`src/rtl/shift_pattern_sequencer_pkg.sv`:
```
// Shared types for the shift pattern sequencer: shift modes, FSM states and small helpers.
package shift_seq_pkg;

  typedef enum logic [1:0] {MODE_LEFT, MODE_RIGHT, MODE_PINGPONG, MODE_RSVD} shift_mode_t;
  typedef enum logic [1:0] {S_IDLE, S_RUN, S_FINISH} seq_state_t;

  // Only an explicit right sweep starts shifting right; ping-pong starts left.
  function automatic logic mode_dir(shift_mode_t m);
    return m == MODE_RIGHT;
  endfunction

endpackage

```
`src/rtl/shift_pattern_sequencer_if.sv`:
```
// Command/result bundle between the control front-end (master) and the sequencer (slave).
interface shift_pattern_sequencer_if #(
  parameter int WIDTH  = 8,
  parameter int STEP_W = 8
);
  localparam int AMT_W = $clog2(WIDTH);

  logic              start;
  logic              stop;
  logic [1:0]        mode;
  logic [STEP_W-1:0] num_steps;
  logic [WIDTH-1:0]  dat_in;
  logic [WIDTH-1:0]  dat_out;
  logic [AMT_W-1:0]  amt;
  logic              dir;
  logic              busy;
  logic              done;

  modport master (
    output start, stop, mode, num_steps, dat_in,
    input  dat_out, amt, dir, busy, done
  );

  modport slave (
    input  start, stop, mode, num_steps, dat_in,
    output dat_out, amt, dir, busy, done
  );

endinterface

```
`src/rtl/shift_pattern_sequencer_tick_gen.sv`:
```
// Prescaler: mod-TICK_DIV counter producing a one-cycle tick on its last count.
module tick_gen #(
  parameter int TICK_DIV = 100_000_000
) (
  input  logic clk,
  input  logic reset,
  input  logic clr_i,
  output logic tick_o
);
  localparam int CNT_W = (TICK_DIV > 2) ? $clog2(TICK_DIV) : 1;

  logic [CNT_W-1:0] cnt_q, cnt_d;

  assign tick_o = (cnt_q == CNT_W'(TICK_DIV - 1));

  always_comb begin
    cnt_d = cnt_q + CNT_W'(1);
    if (clr_i || tick_o) cnt_d = '0;
  end

  always_ff @(posedge clk) begin
    if (reset) cnt_q <= '0;
    else       cnt_q <= cnt_d;
  end

endmodule

```
`src/rtl/shift_pattern_sequencer.sv`:
```
// Command-driven barrel-shift sequencer: steps amt/dir on a prescaled tick, bounded or free-running.
// Optional feature macro: SHIFT_SEQ_PINGPONG_EN (mode 10 reverses direction on every amt wrap).
module shift_pattern_sequencer
  import shift_seq_pkg::*;
#(
  parameter int WIDTH    = 8,
  parameter int TICK_DIV = 100_000_000,
  parameter int STEP_W   = 8
) (
  input  logic                      clk,
  input  logic                      reset,
  shift_pattern_sequencer_if.slave  bus
);
  localparam int AMT_W = $clog2(WIDTH);

  seq_state_t        state_q, state_d;
  logic [WIDTH-1:0]  pat_q;
  logic [WIDTH-1:0]  dat_q, dat_d;
  logic [STEP_W-1:0] nsteps_q;
  logic [STEP_W-1:0] step_q, step_d;
  logic [AMT_W-1:0]  amt_q, amt_d;
  logic              dir_q, dir_d;
  logic              tick_raw, tick, start_acc, last_step;

  // Prescaler is held clear outside RUN so the first step lands TICK_DIV cycles after start.
  tick_gen #(.TICK_DIV(TICK_DIV)) u_tick (
    .clk    (clk),
    .reset  (reset),
    .clr_i  (state_q != S_RUN),
    .tick_o (tick_raw)
  );

  assign start_acc = (state_q == S_IDLE) && bus.start;
  assign tick      = (state_q == S_RUN) && tick_raw;
  assign last_step = (nsteps_q != '0) && (step_q == nsteps_q - STEP_W'(1));

  always_comb begin
    state_d = state_q;
    case (state_q)
      S_IDLE:   if (bus.start) state_d = S_RUN;
      S_RUN:    if (bus.stop || (tick && last_step)) state_d = S_FINISH;
      S_FINISH: state_d = S_IDLE;
      default:  state_d = S_IDLE;
    endcase
  end

`ifdef SHIFT_SEQ_PINGPONG_EN
  logic pp_q;
  always_ff @(posedge clk) begin
    if (reset)          pp_q <= 1'b0;
    else if (start_acc) pp_q <= (shift_mode_t'(bus.mode) == MODE_PINGPONG);
  end
`endif

  always_comb begin
    amt_d  = amt_q;
    dir_d  = dir_q;
    step_d = step_q;
    if (start_acc) begin
      amt_d  = '0;
      dir_d  = mode_dir(shift_mode_t'(bus.mode));
      step_d = '0;
    end else if (tick) begin
      // WIDTH is a power of two, so amt wraps WIDTH-1 -> 0 on its own.
      amt_d  = amt_q + AMT_W'(1);
      step_d = step_q + STEP_W'(1);
`ifdef SHIFT_SEQ_PINGPONG_EN
      if (pp_q && (amt_q == AMT_W'(WIDTH - 1))) dir_d = ~dir_q;
`endif
    end
  end

  always_comb begin
    dat_d = dir_q ? (pat_q >> amt_q) : (pat_q << amt_q);
  end

  always_ff @(posedge clk) begin
    if (reset) begin
      state_q  <= S_IDLE;
      pat_q    <= '0;
      nsteps_q <= '0;
      step_q   <= '0;
      amt_q    <= '0;
      dir_q    <= 1'b0;
      dat_q    <= '0;
    end else begin
      state_q <= state_d;
      step_q  <= step_d;
      amt_q   <= amt_d;
      dir_q   <= dir_d;
      dat_q   <= dat_d;
      if (start_acc) begin
        pat_q    <= bus.dat_in;
        nsteps_q <= bus.num_steps;
      end
    end
  end

  assign bus.dat_out = dat_q;
  assign bus.amt     = amt_q;
  assign bus.dir     = dir_q;
  assign bus.busy    = (state_q == S_RUN);
  assign bus.done    = (state_q == S_FINISH);

endmodule

```
`src/flat_wrapper.sv`:
```
// flat-port wrapper written by rule: the top's interface ports become plain ports
module shift_pattern_sequencer_flat import shift_seq_pkg::*;
#(
  parameter int WIDTH    = 8,
  parameter int TICK_DIV = 100_000_000,
  parameter int STEP_W   = 8
)
  (clk, reset, bus_start, bus_stop, bus_mode, bus_num_steps, bus_dat_in, bus_dat_out, bus_amt, bus_dir, bus_busy, bus_done);
  shift_pattern_sequencer_if #(.WIDTH(WIDTH), .STEP_W(STEP_W)) bus_i ();
  input  logic clk;
  input  logic reset;
  input wire logic [$bits(bus_i.start)-1:0] bus_start;
  input wire logic [$bits(bus_i.stop)-1:0] bus_stop;
  input wire logic [$bits(bus_i.mode)-1:0] bus_mode;
  input wire logic [$bits(bus_i.num_steps)-1:0] bus_num_steps;
  input wire logic [$bits(bus_i.dat_in)-1:0] bus_dat_in;
  output wire logic [$bits(bus_i.dat_out)-1:0] bus_dat_out;
  output wire logic [$bits(bus_i.amt)-1:0] bus_amt;
  output wire logic [$bits(bus_i.dir)-1:0] bus_dir;
  output wire logic [$bits(bus_i.busy)-1:0] bus_busy;
  output wire logic [$bits(bus_i.done)-1:0] bus_done;
  assign bus_i.start = bus_start;
  assign bus_i.stop = bus_stop;
  assign bus_i.mode = bus_mode;
  assign bus_i.num_steps = bus_num_steps;
  assign bus_i.dat_in = bus_dat_in;
  assign bus_dat_out = bus_i.dat_out;
  assign bus_amt = bus_i.amt;
  assign bus_dir = bus_i.dir;
  assign bus_busy = bus_i.busy;
  assign bus_done = bus_i.done;
  shift_pattern_sequencer #(.WIDTH(WIDTH), .TICK_DIV(TICK_DIV), .STEP_W(STEP_W)) u_core (.clk(clk), .reset(reset), .bus(bus_i));
endmodule
```
`config.mk`:
```
export PLATFORM = sky130hd
export DESIGN_NAME = shift_pattern_sequencer_flat
export DESIGN_NICKNAME = d
export VERILOG_FILES = /design/src/rtl/shift_pattern_sequencer_pkg.sv /design/src/rtl/shift_pattern_sequencer_if.sv /design/src/rtl/shift_pattern_sequencer_tick_gen.sv /design/src/rtl/shift_pattern_sequencer.sv /design/src/flat_wrapper.sv
export SDC_FILE = /design/constraint.sdc
export NUM_CORES = 1
export LEC_CHECK = 0
export CORE_MARGIN = 10
export CORE_UTILIZATION = 55
export CTS_CLUSTER_DIAMETER = 60
export DETAILED_ROUTE_END_ITERATION = 16
export PLACE_DENSITY = 0.76
export SLEW_MARGIN = 25
export SYNTH_ARGS = -nofsm -noshare
export SYNTH_HDL_FRONTEND = slang
export SYNTH_HIERARCHICAL = 1
export SYNTH_SLANG_ARGS = --single-unit
```
`constraint.sdc`:
```
create_clock -name clk -period 4.4 [get_ports clk]
set_input_delay 0.44 -clock clk [delete_from_list [all_inputs] [get_ports clk]]
set_output_delay 0.44 -clock clk [all_outputs]
set_load 0.1 [all_outputs]
```
==> impl_metrics.json <==
{
  "outcome": "finished clean",
  "grt_max_degree": 31,
  "postCtsHoldBufs": 0,
  "die_area_sq_mm": 0.01014,
  "relSlewSlack": 0.3438,
  "fmax_mhz": 360.3,
  "tightestPinTransition_ns": 0.9812,
  "antenna_found_initial": 0,
  "gp_congestion": 0.8717,
  "crit_buf_inv": 1,
  "fin_util": 0.6467,
  "async_flop_share": 0,
  "path_delay_family": "buffers and inverters",
  "clkSinkCount": 65,
  "p_total_w": 0.001294,
  "placed_cell_area_sq_mm": 0.003905,
  "min_from": "u_core/u_tick/cnt_q[26]$_SDFF_PP0_",
  "grt_overflow": 0,
  "syn_area_sq_mm": 0.003580,
  "final.period_utilization": 0.6308,
  "pin_count": 36,
  "synth_flop_cell": "dfxtp_1",
  "grt_pass1_vias": 2921,
  "max-cap-violations": 0,
  "grt_util_all_layers": 0.1632,
  "numCtsBuffers": 9,
  "ir_drop_uv": 303.5,
  "finalSetupViolations": 0,
  "skew_ns": 0.01232,
  "setup_tns_ns": 0,
  "start_util": 0.5637,
  "whs_ns": 0.4924,
  "cts_max_path_buffers": 2,
  "drive_above_1_share": 0.1007,
  "period_minus_slack_ns": 2.775,
  "root_buffer": "clkbuf_8",
  "htreeDepth": 3,
  "core_sq_mm": 0.006350,
  "portBuffers": 35,
  "grt_pass1_wl_mm": 13.90,
  "die_y_um": 100.7,
  "postCtsSetupBuffers": 0,
  "vias": 3060,
  "yosys_warnings": 6,
  "p_leak_nw": 1.347,
  "synth_seq_cells": 65,
  "synth_cells": 420,
  "synth_fp_nets": 446,
  "n_antenna_cell": 0,
  "rsz0062_at_grt": "no",
  "slowest_delay_ns": 1.26,
  "ctsResizeCount": 0,
  "clk_latency_ns": 0.35,
  "cts_tree": "built",
  "synth_cell_types": 55,
  "ys_seq_area_frac": 0.3635,
  "cp-start-kind": "register",
  "vias_per_cell": 5.840,
  "cp_slowest_cell": "clkdlybuf4s50_1",
  "worst-path-max-fanout": 22,
  "critPathKind": "reg -> out",
  "synth_edf_count": 0,
  "post-dp-hpwl_mm": 5.528,
  "holdCritPathClass": "reg -> reg",
  "ant_nets": 0,
  "wl_per_cell_um": 15.12,
  "dr.pass1.iters": 4,
  "crit_chain": "clkdlybuf4s50_1",
  "end_kind": "output port",
  "fp-row-count": 29,
  "avgSynthCellArea_sq_um": 8.523,
  "fin_nets": 468,
  "drc": 0,
  "pwr_density_cell_mw_per_mm2": 315.2,
  "clkTransAtPathRegs_ns": 0.08,
  "synth_area_leader_cell": "dfxtp_1",
  "areaGrowthSynthToFinish_pct": 14.72,
  "drt-total-wl_mm": 7.921,
  "crit_start": "u_core/bus.amt[2]$_SDFFE_PP0P_",
  "hold_viol": 0,
  "crit_arrival_ns": 2.34,
  "synthTopCellsByArea": "dfxtp_1 (36%), nand2_1 (6.1%), a21oi_1 (3.9%)",
  "crit_required_ns": 3.96,
  "stdcell_area_sq_mm": 0.004106,
  "synth_top_area_frac": 0.3635,
  "drv_slew": 0,
  "r2r-start": "u_core/u_tick/cnt_q[0]$_SDFF_PP0_",
  "die_w_um": 100.7,
  "drt_iter0_drc": 144
}
metrics by stage:
stage                     instances  setup slack [ns]
after global placement          508             1.877
after detailed placement        508             1.805
final                           524             1.625
after floorplan                 420             1.745
after global routing            524             1.487
after CTS                       524             1.609
state kept, by name, indices dropped and copies added, names as in the netlist:
| register | flops |
|---|---|
| u_core/u_tick/cnt_q | 27 |
| u_core/bus.dat_out | 8 |
| u_core/nsteps_q | 8 |
| u_core/pat_q | 8 |
| u_core/step_q | 8 |
| u_core/bus.amt | 3 |
| u_core/state_q | 2 |
| u_core/bus.dir | 1 |
power by group:
part / switching, W / internal (W)
sequential: 0.0000216 / 0.000602
combinational: 0.0000931 / 0.0000630
clock: 0.000248 / 0.000266
path summary, 6_finish.rpt:
path	to	depth (start not counted)	slack, ns
worst min register to register	u_core/u_tick/cnt_q[26]$_SDFF_PP0_	2	0.49
worst max register to register	u_core/step_q[7]$_SDFFE_PP0P_	9	1.79
worst min-delay path	u_core/u_tick/cnt_q[26]$_SDFF_PP0_	2	0.49
worst max-delay path	bus_amt[2]	1	1.62
cell usage after synthesis (2+ instances only):
cell type  instances
a2111oi_2          2
a211oi_1          11
a211oi_2           2
a21oi_1           28
a22oi_1            6
a31oi_1            4
and3_1             6
and4_1             3
buf_1              2
buf_2              8
buf_6              3
clkbuf_1          13
dfxtp_1           65
ha_1               4
inv_1             10
mux2_2             3
mux2i_1            9
mux4_2             6
nand2_1           58
nand2b_1           3
nand3_1           16
nand4_1            9
nor2_1            34
nor2b_1            3
nor3_1            11
nor3b_1            2
nor4_1             3
nor4_4             2
nor4b_1            4
o211ai_1           4
o21a_1             2
o21ai_0           15
o21ai_1            2
o31ai_1            7
or3_1              8
or4_1              8
xnor2_1           11
xor2_1            16
cells by family after synthesis:
logic type / count (synthesis) / synth area share
simple gates: 180 / 0.2709
compound gates: 88 / 0.1604
flops: 65 / 0.3635
buf+inv: 38 / 0.05278
xor+xnor: 27 / 0.06606
mux: 18 / 0.07235
fa+ha+maj: 4 / 0.01398
layout make-up:
| class | count | area [sq um] |
|---|---|---|
| clock buffer | 9 | 123.9 |
| sequential | 65 | 1301 |
| clock inverter | 7 | 77.57 |
| timing repair buffer | 39 | 380.4 |
| inverter | 10 | 37.54 |
| multi-input combinational | 317 | 2090 |
| fill | 542 | 2243 |
| tap | 77 | 96.34 |
metal layers:
metal,GRT usage,vias to the layer above,routed length [um]
li1,-,1562,-
met1,0.2029,1410,3505
met2,0.2570,79,3816
met3,0.04527,9,492
met4,0.07174,0,106
met5,0,-,0
layout by cell type (no fill, tap or decap), types with 10 or more instances in the layout:
master,count
dfxtp_1,65
nand2_1,58
clkdlybuf4s50_1,35
nor2_1,34
a21oi_1,28
nand3_1,16
xor2_1,16
o21ai_0,15
nor3_1,11
xnor2_1,11
a211oi_1,11
inv_1,10
(Power assumes the default switching activity.)
